## config.mk

```make
export PLATFORM = sky130hd
export DESIGN_NAME = mean_threshold
export DESIGN_NICKNAME = d
export VERILOG_FILES = /design/src/rtl/mean_threshold.sv
export SDC_FILE = /design/constraint.sdc
export NUM_CORES = 1
export LEC_CHECK = 0
export BUFFER_PORTS_ARGS = -buffer_cell sky130_fd_sc_hd__buf_2
export CAP_MARGIN = 20
export CORE_MARGIN = 2
export CORE_UTILIZATION = 35
export DETAILED_ROUTE_END_ITERATION = 10
export GPL_TIMING_DRIVEN = 0
export HOLD_SLACK_MARGIN = 0.06
export PLACE_DENSITY = 0.51
export SYNTH_ARGS = -nofsm -noshare
export SYNTH_HDL_FRONTEND = slang
export SYNTH_SLANG_ARGS = --single-unit
```

## constraint.sdc

```tcl
create_clock -name clk -period 11.1 [get_ports clk]
set_clock_uncertainty 0.05 [all_clocks]
set_input_delay 1.11 -clock clk [delete_from_list [all_inputs] [get_ports clk]]
set_output_delay 1.11 -clock clk [all_outputs]
set_load 0.1 [all_outputs]
```

## src/rtl/mean_threshold.sv

```systemverilog
// Sums every gray pixel (B byte) once, divides by the pixel count, presents the 8-bit mean; MEAN_THRESHOLD_CLAMP_EN clamps it to [THR_LO, THR_HI].
// Latency start->done = N reads + 1 drain + 1 divider load + SUM_WIDTH quotient bits; no backpressure, RAM answers in 1 cycle.
module mean_threshold #(
    parameter int BYTE_WIDTH  = 8,
    parameter int ADDR_WIDTH  = 20,
    parameter int HEADER_SIZE = 54,
    parameter int IMG_WIDTH   = 512,
    parameter int IMG_HEIGHT  = 512,
    parameter int SUM_WIDTH   = 26,
    parameter int THR_LO      = 16,
    parameter int THR_HI      = 240
) (
    input  logic                  clk,
    input  logic                  rst,
    input  logic                  in_valid,
    input  logic                  gray_done,
    output logic                  RAM_ren,
    output logic [ADDR_WIDTH-1:0] RAM_addr,
    input  logic [BYTE_WIDTH-1:0] RAM_out,
    output logic [BYTE_WIDTH-1:0] threshold,
    output logic                  done
);
    localparam int N         = IMG_WIDTH * IMG_HEIGHT;
    localparam int ROW_BYTES = ((3 * IMG_WIDTH + 3) / 4) * 4;
    localparam int PW        = $clog2(N + 1);
    localparam int CW        = $clog2(IMG_WIDTH + 1);
    localparam int DW        = $clog2(SUM_WIDTH + 1);

    localparam logic [SUM_WIDTH-1:0]  DIV   = SUM_WIDTH'(N);
    localparam logic [BYTE_WIDTH-1:0] LO_B  = BYTE_WIDTH'(THR_LO);
    localparam logic [BYTE_WIDTH-1:0] HI_B  = BYTE_WIDTH'(THR_HI);
`ifdef MEAN_THRESHOLD_CLAMP_EN
    localparam bit CLAMP_EN = 1'b1;
`else
    localparam bit CLAMP_EN = 1'b0;
`endif

    localparam logic [2:0] S_IDLE   = 3'd0;
    localparam logic [2:0] S_READ   = 3'd1;
    localparam logic [2:0] S_DRAIN  = 3'd2;
    localparam logic [2:0] S_DIVIDE = 3'd3;
    localparam logic [2:0] S_DONE   = 3'd4;

    logic [2:0]            state_q, state_d;
    logic [ADDR_WIDTH-1:0] addr_q, addr_d;
    logic [ADDR_WIDTH-1:0] row_base_q, row_base_d;
    logic [CW-1:0]         col_q, col_d;
    logic [PW-1:0]         pix_q, pix_d;
    logic                  ren_q;
    logic [SUM_WIDTH-1:0]  sum_q, sum_d;
    logic [SUM_WIDTH-1:0]  rem_q, rem_d;
    logic [SUM_WIDTH-1:0]  quo_q, quo_d;
    logic [DW-1:0]         dcnt_q, dcnt_d;
    logic [BYTE_WIDTH-1:0] thr_q, thr_d;
    logic                  done_q, done_d;

    // One restoring-divider step: {rem, quo} shifts left, quotient bit enters at the bottom.
    logic [SUM_WIDTH:0]    rem_sh;
    logic                  ge;
    logic [SUM_WIDTH-1:0]  rem_sub;
    logic [SUM_WIDTH-1:0]  quo_shift;
    logic [BYTE_WIDTH-1:0] q_fin;
    logic [BYTE_WIDTH-1:0] thr_fin;

    assign rem_sh    = {rem_q, quo_q[SUM_WIDTH-1]};
    assign ge        = (rem_sh >= {1'b0, DIV});
    assign rem_sub   = rem_sh[SUM_WIDTH-1:0] - DIV;
    assign quo_shift = {quo_q[SUM_WIDTH-2:0], ge};
    assign q_fin     = quo_shift[BYTE_WIDTH-1:0];

    always_comb begin
        thr_fin = q_fin;
        if (CLAMP_EN) begin
            if (q_fin < LO_B)      thr_fin = LO_B;
            else if (q_fin > HI_B) thr_fin = HI_B;
        end
    end

    always_comb begin
        state_d    = state_q;
        addr_d     = addr_q;
        row_base_d = row_base_q;
        col_d      = col_q;
        pix_d      = pix_q;
        sum_d      = sum_q;
        rem_d      = rem_q;
        quo_d      = quo_q;
        dcnt_d     = dcnt_q;
        thr_d      = thr_q;
        done_d     = done_q;

        if (ren_q) sum_d = sum_q + SUM_WIDTH'(RAM_out);

        case (state_q)
            S_IDLE: begin
                if (in_valid && gray_done) begin
                    state_d    = S_READ;
                    addr_d     = ADDR_WIDTH'(HEADER_SIZE);
                    row_base_d = ADDR_WIDTH'(HEADER_SIZE);
                    col_d      = '0;
                    pix_d      = '0;
                    sum_d      = '0;
                end
            end
            S_READ: begin
                // The last issued address is kept so RAM_addr holds while idle.
                if (pix_q == PW'(N - 1)) begin
                    state_d = S_DRAIN;
                end else begin
                    pix_d = pix_q + 1'b1;
                    if (col_q == CW'(IMG_WIDTH - 1)) begin
                        col_d      = '0;
                        row_base_d = row_base_q + ADDR_WIDTH'(ROW_BYTES);
                        addr_d     = row_base_q + ADDR_WIDTH'(ROW_BYTES);
                    end else begin
                        col_d  = col_q + 1'b1;
                        addr_d = addr_q + ADDR_WIDTH'(3);
                    end
                end
            end
            S_DRAIN: begin
                state_d = S_DIVIDE;
                dcnt_d  = '0;
            end
            S_DIVIDE: begin
                if (dcnt_q == '0) begin
                    rem_d  = '0;
                    quo_d  = sum_q;
                    dcnt_d = DW'(1);
                end else begin
                    quo_d = quo_shift;
                    rem_d = ge ? rem_sub : rem_sh[SUM_WIDTH-1:0];
                    if (dcnt_q == DW'(SUM_WIDTH)) begin
                        state_d = S_DONE;
                        thr_d   = thr_fin;
                        done_d  = 1'b1;
                    end else begin
                        dcnt_d = dcnt_q + 1'b1;
                    end
                end
            end
            S_DONE: ;
            default: state_d = S_IDLE;
        endcase
    end

    always_ff @(posedge clk or posedge rst) begin
        if (rst) begin
            state_q    <= S_IDLE;
            addr_q     <= '0;
            row_base_q <= '0;
            col_q      <= '0;
            pix_q      <= '0;
            ren_q      <= 1'b0;
            sum_q      <= '0;
            rem_q      <= '0;
            quo_q      <= '0;
            dcnt_q     <= '0;
            thr_q      <= '0;
            done_q     <= 1'b0;
        end else begin
            state_q    <= state_d;
            addr_q     <= addr_d;
            row_base_q <= row_base_d;
            col_q      <= col_d;
            pix_q      <= pix_d;
            ren_q      <= RAM_ren;
            sum_q      <= sum_d;
            rem_q      <= rem_d;
            quo_q      <= quo_d;
            dcnt_q     <= dcnt_d;
            thr_q      <= thr_d;
            done_q     <= done_d;
        end
    end

    assign RAM_ren   = (state_q == S_READ);
    assign RAM_addr  = addr_q;
    assign threshold = thr_q;
    assign done      = done_q;
endmodule

```

==> results of run 1 <==
[cells in the mapped netlist (6+ instances only)]
| master | n | share of area, % |
|---|---|---|
| o31ai_1 | 7 | 0.66 |
| nor4_1 | 14 | 1.1 |
| buf_2 | 7 | 0.44 |
| a21o_1 | 9 | 0.85 |
| xnor2_1 | 28 | 3.1 |
| a21oi_1 | 26 | 1.6 |
| xor2_1 | 21 | 2.3 |
| mux2i_1 | 33 | 4.1 |
| nand3_1 | 45 | 2.8 |
| a22o_1 | 22 | 2.4 |
| nand3b_1 | 6 | 0.56 |
| nor3_1 | 18 | 1.1 |
| and2_1 | 6 | 0.47 |
| nand2_1 | 95 | 4.5 |
| dfrtp_1 | 157 | 49 |
| nand4_1 | 13 | 1.0 |
| ha_1 | 17 | 2.7 |
| a31oi_1 | 7 | 0.55 |
| o21ai_0 | 75 | 4.7 |
| clkbuf_1 | 22 | 1.0 |
| nor2_1 | 79 | 3.7 |
| and3_1 | 12 | 0.94 |
| inv_1 | 22 | 1.0 |
| mux2_2 | 7 | 0.99 |
[sequential cells by signal, indices dropped and copies added (netlist names)]
signal	flops
state_q	3
quo_q	26
dcnt_q	5
rem_q	26
pix_q	19
col_q	10
row_base_q	12
sum_q	26
ren_q	1
threshold	8
done	1
RAM_addr	20
[how the worst max path moves through the flow]
stage                      startpoint                      end  slack, ps
6_report       state_q[1]$_DFFE_PP0P_                  RAM_ren       7570
5_1_grt        state_q[0]$_DFFE_PP0P_                  RAM_ren       7450
4_1_cts        state_q[0]$_DFFE_PP0P_                  RAM_ren       7530
3_5_place_dp               RAM_out[0]      sum_q[16]$_DFF_PP0_       7460
3_3_place_gp                      rst      sum_q[19]$_DFF_PP0_       3570
2_1_floorplan                     rst  RAM_addr[0]$_DFFE_PP0P_       5710
[final cells by class]
class,count,area (um^2)
Fill cell,2227,13300
Tap cell,285,357
Clock inverter,11,144
Timing Repair Buffer,42,233
Clock buffer,21,440
Multi-Input combinational cell,610,3830
Sequential cell,157,3930
Buffer,34,148
Inverter,22,90.1
[per-layer routing]
metal	track usage [%]	wire length, um
met4	3.97	131
met2	25.2	8600
met1	24.3	9690
met5	0	0
met3	3.20	595
[through the flow]
stage | util, % | instance area, um^2 | std cells
floorplan | - | 7990 | 823
global placement | 38.0 | 8550 | 1149
detailed placement | 38.1 | 8580 | 1150
CTS | 40.7 | 9170 | 1182
global route | 40.7 | 9170 | 1182
finish | 40.7 | 9170 | 1182
[cell families after synthesis]
group / after synthesis
simple gates: 320
flops: 157
buf+inv: 56
mux: 40
xor+xnor: 49
compound gates: 183
fa+ha+maj: 18
[power breakdown]
group          switching [mW]  internal [mW]
clock                   0.233          0.353
sequential              0.136          0.707
combinational           0.483          0.222
total                   0.852           1.28
==> summary.md, run 1 <==
| Metric | Value |
|---|---|
| Status | `finished, final reports clean` |
| Post-synthesis adder-cell area fraction | `2.91%` |
| # Max-Cap Violations | `0` |
| Complex-gate fraction of the synthesized area | `14.8%` |
| Hold Crit Depth | `1` |
| Reg-to-Reg Start | `sum_q[0]$_DFF_PP0_` |
| Synth Area in XOR/XNOR | `5.37%` |
| Number of buffers and inverters on the critical path | `3` |
| Reg2reg setup slack | `8200 ps` |
| Period utilisation layout | `31.8%` |
| Root Buffer | `clkbuf_16` |
| Worst-margin pin slew | `1090 ps` |
| Reg clk slew, reported paths | `60 ps` |
| F_max | `283 MHz` |
| Critical path, cell by cell | `or3b_1, buf_2, inv_1, buf_2` |
| Final hold vios | `0` |
| Tot GR Track Use | `16.6%` |
| Commonest non-fill, non-tap cell in the layout | `dfrtp_1` |
| Remaining DRCs | `0` |
| Top Family by Delay on Critical Path | `buffers and inverters` |
| Clk buf depth | `2` |
| Synth unique cells | `65` |
| Number of buffers added on ports | `41` |
| Synth Area in Simple Gates | `19.7%` |
| Worst slack, placed | `7460 ps` |
| Layout cells sized above 1 | `11.0%` |
| Critical Path RT | `9940 ps` |
| Vias in the first global route | `5974` |
| Stages on worst setup path | `4` |
| DR iter-0 viols | `482` |
| Mux cell area share after synthesis | `5.12%` |
| Rows | `55` |
| DP HPWL | `13.0 mm` |
| Worst Setup End Kind | `primary output` |
| Nets | `914` |
| Worst setup margin | `7570 ps` |
| Vias | `6272` |
| Finish-stage setup viols | `0` |
| DIE AREA | `24000 um^2` |
| First-pass iteration count of the detailed router | `7` |
| Syn Nets | `853` |
| Core Region | `22500 um^2` |
| Critical Path Source Type | `flop` |
| Post-CTS Setup Bufs | `0` |
| Final Max Slew Viols | `0` |
| Main combinational cell family by area after synthesis | `simple AND/OR/NAND/NOR gates` |
| Reg2Reg Depth | `9` |
| H-tree depth | `4` |
| Commonest cells after routing, fill and taps aside | `dfrtp_1, nand2_1, nor2_1, o21ai_0, buf_2` |
| Setup TNS | `0 ps` |
| Initial antenna violation count | `0` |
| Latest clock arrival within the worst-skew pair | `430 ps` |
| WL/cell | `16.1 um` |
| Power Density | `233 nW/um^2` |
| First-pass GRT wire length | `31.9 mm` |
| Max rail drop VDD | `0.105 mV` |
| Crit path DAT | `2370 ps` |
| Worst hold start | `done$_DFFE_PP0P_` |
| Routed WL | `19.0 mm` |
| TritonCTS Sinks | `157` |
| Post-route ant nets | `0` |
| Total I/O pin count | `42` |
| CTS tree | `yes` |
| Yosys Warn Count | `0` |
| Worst R2R End | `sum_q[16]$_DFF_PP0_` |
| Cells after synthesis | `823` |
| Starting Density | `35.5%` |
| Kind of critical path | `flop to primary output` |
| Relative max-transition margin | `27.0%` |
| Unrepaired setup endpoints after global routing | `false` |
| Cts bufs inserted | `17` |
| CTS Hold Bufs | `0` |
| Hold Crit Endpoint | `done$_DFFE_PP0P_` |
| Synth Flop Type | `dfrtp_1` |
| Antenna Cells | `0` |
| Hold Path Class | `flop to flop` |
| Pin count of the biggest net entering global routing | `95` |
| Min cycle time layout | `3530 ps` |
| Post-synth EDFFs | `0` |
| Most used cell, CP | `buf_2` |
| Post-Syn Area | `7990 um^2` |
| Syn avg cell area | `9.70 um^2` |
| Worst hold slack | `412 ps` |
| Total Power | `2.13 mW` |
| Largest stage delay, worst path | `500 ps` |
| Total grt overflow | `0` |
| Ys async rst share | `100%` |
| Sequential cell area fraction in the yosys report | `49.2%` |
| Vias per cell | `5.31` |
| CTS resizes | `0` |
| Seq cells post-synth | `157` |
| Die H | `155 um` |
| Die width | `155 um` |
| Slowest library cell on the worst path | `buf_2` |
| Maximum net fanout on the critical path | `10` |
| Leak | `4.01 nW` |
| Placer Congestion | `0.821` |
| Synth-to-Final Area Change | `14.8%` |
(Power assumes the default switching activity.)
==> run 2: changes to the inputs <==
--- a/config.mk
+++ b/config.mk
@@ -5,6 +5,7 @@
 export SDC_FILE = /design/constraint.sdc
 export NUM_CORES = 1
 export LEC_CHECK = 0
+export ABC_AREA = 1
 export BUFFER_PORTS_ARGS = -buffer_cell sky130_fd_sc_hd__buf_2
 export CAP_MARGIN = 20
 export CORE_MARGIN = 2
@@ -12,7 +13,7 @@
 export DETAILED_ROUTE_END_ITERATION = 10
 export GPL_TIMING_DRIVEN = 0
 export HOLD_SLACK_MARGIN = 0.06
-export PLACE_DENSITY = 0.51
+export PLACE_DENSITY = 0.52
 export SYNTH_ARGS = -nofsm -noshare
 export SYNTH_HDL_FRONTEND = slang
 export SYNTH_SLANG_ARGS = --single-unit
==> constraint.sdc (replaced) <==
create_clock -name clk -period 2.8 [get_ports clk]
set_clock_uncertainty 0.05 [all_clocks]
set_input_delay 0.28 -clock clk [delete_from_list [all_inputs] [get_ports clk]]
set_output_delay 0.28 -clock clk [all_outputs]
set_load 0.1 [all_outputs]
==> run 2 against run 1 <==
Sequential share of layout area down 5.2 points. Sequential power grew to 4.1 times the previous value. Power rose to 5.1 times the previous value. Highest routed layer unchanged. Largest power group is now combinational cells. Via count grew 28%. Largest cell class is now multi-input gates.
==> summary.md, run 2 <==
| Metric | Value |
|---|---|
| Status | `finished, final reports clean` |
| Worst Setup End Kind | `flop` |
| TritonCTS Sinks | `157` |
| Seq cells post-synth | `157` |
| Die H | `165 um` |
| Reg-to-Reg Start | `dcnt_q[0]$_DFFE_PP0P_` |
| Mux cell area share after synthesis | `0%` |
| DR iter-0 viols | `468` |
| Post-synth EDFFs | `0` |
| Largest stage delay, worst path | `440 ps` |
| H-tree depth | `4` |
| Commonest cells after routing, fill and taps aside | `nand2_1, inv_1, dfrtp_1, nor2_1, nand3_1` |
| DP HPWL | `17.0 mm` |
| First-pass GRT wire length | `39.0 mm` |
| Rows | `58` |
| Total I/O pin count | `42` |
| Commonest non-fill, non-tap cell in the layout | `nand2_1` |
| Critical Path RT | `3040 ps` |
| Nets | `1350` |
| Initial antenna violation count | `0` |
| Most used cell, CP | `o21ai_0` |
| Synth area leaders | `dfrtp_1, nand2_1, inv_1` |
| Complex-gate fraction of the synthesized area | `11.2%` |
| Antenna Cells | `0` |
| Placer Congestion | `0.865` |
| Total grt overflow | `0` |
| Count leader, synth | `nand2_1` |
| Dpl cell area | `9790 um^2` |
| Cts bufs inserted | `17` |
| Post-synthesis adder-cell area fraction | `2.57%` |
| DIE AREA | `27200 um^2` |
| Final hold vios | `0` |
| Period utilisation layout | `79.9%` |
| Post-route ant nets | `0` |
| Part of the power in registers | `32.3%` |
| Synth unique cells | `39` |
| Worst-margin pin slew | `708 ps` |
| Remaining DRCs | `0` |
| Routed WL | `23.1 mm` |
| Tot GR Track Use | `18.1%` |
| Crit path DAT | `2480 ps` |
| Synth Area in XOR/XNOR | `3.19%` |
| Hold Path Class | `input port to flop` |
| Final Max Slew Viols | `0` |
| # Max-Cap Violations | `0` |
| Worst R2R End | `quo_q[10]$_DFFE_PP0P_` |
| Psw | `5.17 mW` |
| Final Util | `41.2%` |
| CTS tree | `yes` |
| Top post-synthesis cells by count | `nand2_1, inv_1, dfrtp_1` |
| Maximum net fanout on the critical path | `10` |
| WL/cell | `13.9 um` |
| Slowest library cell on the worst path | `clkbuf_1` |
| Area occupied by multi-input gates | `4220 um^2` |
| Latest clock arrival within the worst-skew pair | `430 ps` |
| Sw frac | `47.8%` |
| Cells after synthesis | `1254` |
| Synth Area in Simple Gates | `29.7%` |
| Root Buffer | `clkbuf_16` |
| Ys async rst share | `100%` |
| Worst hold start | `gray_done` |
| Clk buf depth | `2` |
| Worst setup margin | `564 ps` |
| First-pass iteration count of the detailed router | `4` |
| Setup TNS | `0 ps` |
| Sequential cell area fraction in the yosys report | `43.3%` |
| Hold Crit Depth | `5` |
| Unrepaired setup endpoints after global routing | `false` |
| Logic pwr share | `44.1%` |
| Synth Flop Type | `dfrtp_1` |
| Max rail drop VDD | `0.760 mV` |
| Post-layout instance area | `10400 um^2` |
| Vias | `8026` |
| Critical path, cell by cell | `inv_1, ha_1, nand4_1, clkbuf_1, buf_1, a21oi_1, o21ai_0, o21ai_0` |
| Die width | `165 um` |
| Register area | `3930 um^2` |
| Yosys Warn Count | `0` |
| Part of the power in the clock network | `23.6%` |
| Reg2Reg Depth | `8` |
| Reg clk slew, reported paths | `70 ps` |
| Worst slack, placed | `512 ps` |
| Power Density | `1040 nW/um^2` |
| Main combinational cell family by area after synthesis | `simple AND/OR/NAND/NOR gates` |
| F_max | `447 MHz` |
| P_int | `5.64 mW` |
| Finish-stage setup viols | `0` |
| Relative max-transition margin | `52.8%` |
| Leak | `5.19 nW` |
| Min cycle time layout | `2240 ps` |
| Post-synth top area share | `43.3%` |
| Kind of critical path | `flop to flop` |
| Core Region | `25300 um^2` |
| Number of buffers added on ports | `41` |
| Origin of the worst setup path | `dcnt_q[0]$_DFFE_PP0P_` |
| Syn Nets | `1284` |
| Critical Path Source Type | `flop` |
| Biggest regs | `quo_q x26, rem_q x26, sum_q x26` |
| Fillers | `2672` |
| Post-Syn Area | `9060 um^2` |
| Pin count of the biggest net entering global routing | `32` |
| Syn avg cell area | `7.23 um^2` |
| Layout cells sized above 1 | `9.53%` |
| Hold Crit Endpoint | `state_q[0]$_DFFE_PP0P_` |
| Vias per cell | `4.83` |
| Reg2reg setup slack | `560 ps` |
| Starting Density | `35.8%` |
| Synth-to-Final Area Change | `15.2%` |
| Vias in the first global route | `7774` |
| Area leader, netlist | `dfrtp_1` |
run 2: cell count changes after synthesis, sizes merged, moves of 10 or more:
cell / change
nand2: +247
xnor2: -26
nor2: +54
xor2: +10
o21ai: +32
a22o: -22
nor4: -15
and3: -11
a21oi: +17
mux2i: -33
nand3: +51
nand4: +19
inv: +167
o22ai: +15
run 2: metrics by stage:
stage	hold WS [ps]	instances	power (mW)
after global placement	397	1625	8.27
final	237	1663	10.8
after detailed placement	255	1630	8.35
after CTS	238	1663	10.9
after global routing	258	1663	11.7
after floorplan	390	1254	7.05
run 2: worst max-delay path by stage:
stage / depth (start not counted) / end / slack (ps)
floorplan: 10 / RAM_addr[16]$_DFFE_PP0P_ / 270
global placement: 2 / sum_q[6]$_DFF_PP0_ / -780
detailed placement: 8 / quo_q[10]$_DFFE_PP0P_ / 510
CTS: 8 / quo_q[10]$_DFFE_PP0P_ / 510
global route: 8 / quo_q[10]$_DFFE_PP0P_ / 340
finish: 8 / quo_q[10]$_DFFE_PP0P_ / 560
run 2: area by class of cell:
class	instances	area share, %
buffer	40	1.93
clock buffer	17	4.07
clock inverter	15	2.10
inverter	189	6.83
multi-input combinational	868	40.5
sequential	157	37.6
tap	330	3.95
timing repair buffer	47	3.02
run 2: what timing repair did:
action | 4_1_cts | 5_1_grt
hold buffers | 1 | 0
gates resized for setup | 0 | 0
setup buffers | 0 | 0
hold endpoints to repair | 13 | 0
run 2: kinds of logic (layout without fill, tap and decap cells):
group | count (synthesis) | after routing
AOI/OAI and AO/OA | 180 | 180
xor gates and xnor gates | 33 | 33
adders and majority gates | 18 | 18
buffers and inverters | 229 | 308
DFF | 157 | 157
and+or+nand+nor | 637 | 637
run 2: layer usage:
| layer | global-route usage [%] | routed length [um] |
|---|---|---|
| met3 | 2.89 | 691 |
| met4 | 2.85 | 144 |
| met5 | 0 | 0 |
| met1 | 24.7 | 11300 |
| met2 | 30.7 | 11000 |
run 2: power by group through the flow:
stage	clock, mW	combinational (mW)	sequential (mW)
6_report	2.55	4.77	3.49
2_1_floorplan	0	2.89	4.16
4_1_cts	2.60	4.82	3.50
5_1_grt	2.70	5.39	3.60
3_3_place_gp	0	4.74	3.54
3_5_place_dp	0	4.81	3.54
run 2: worst max-delay path, delay by kind of cell (launching register included):
family                     cells  cell delay, ps
buffers and inverters          3             950
and+or+nand+nor                1             100
AOI/OAI and AO/OA              3             420
DFF                            1             390
adders and majority gates      1             190
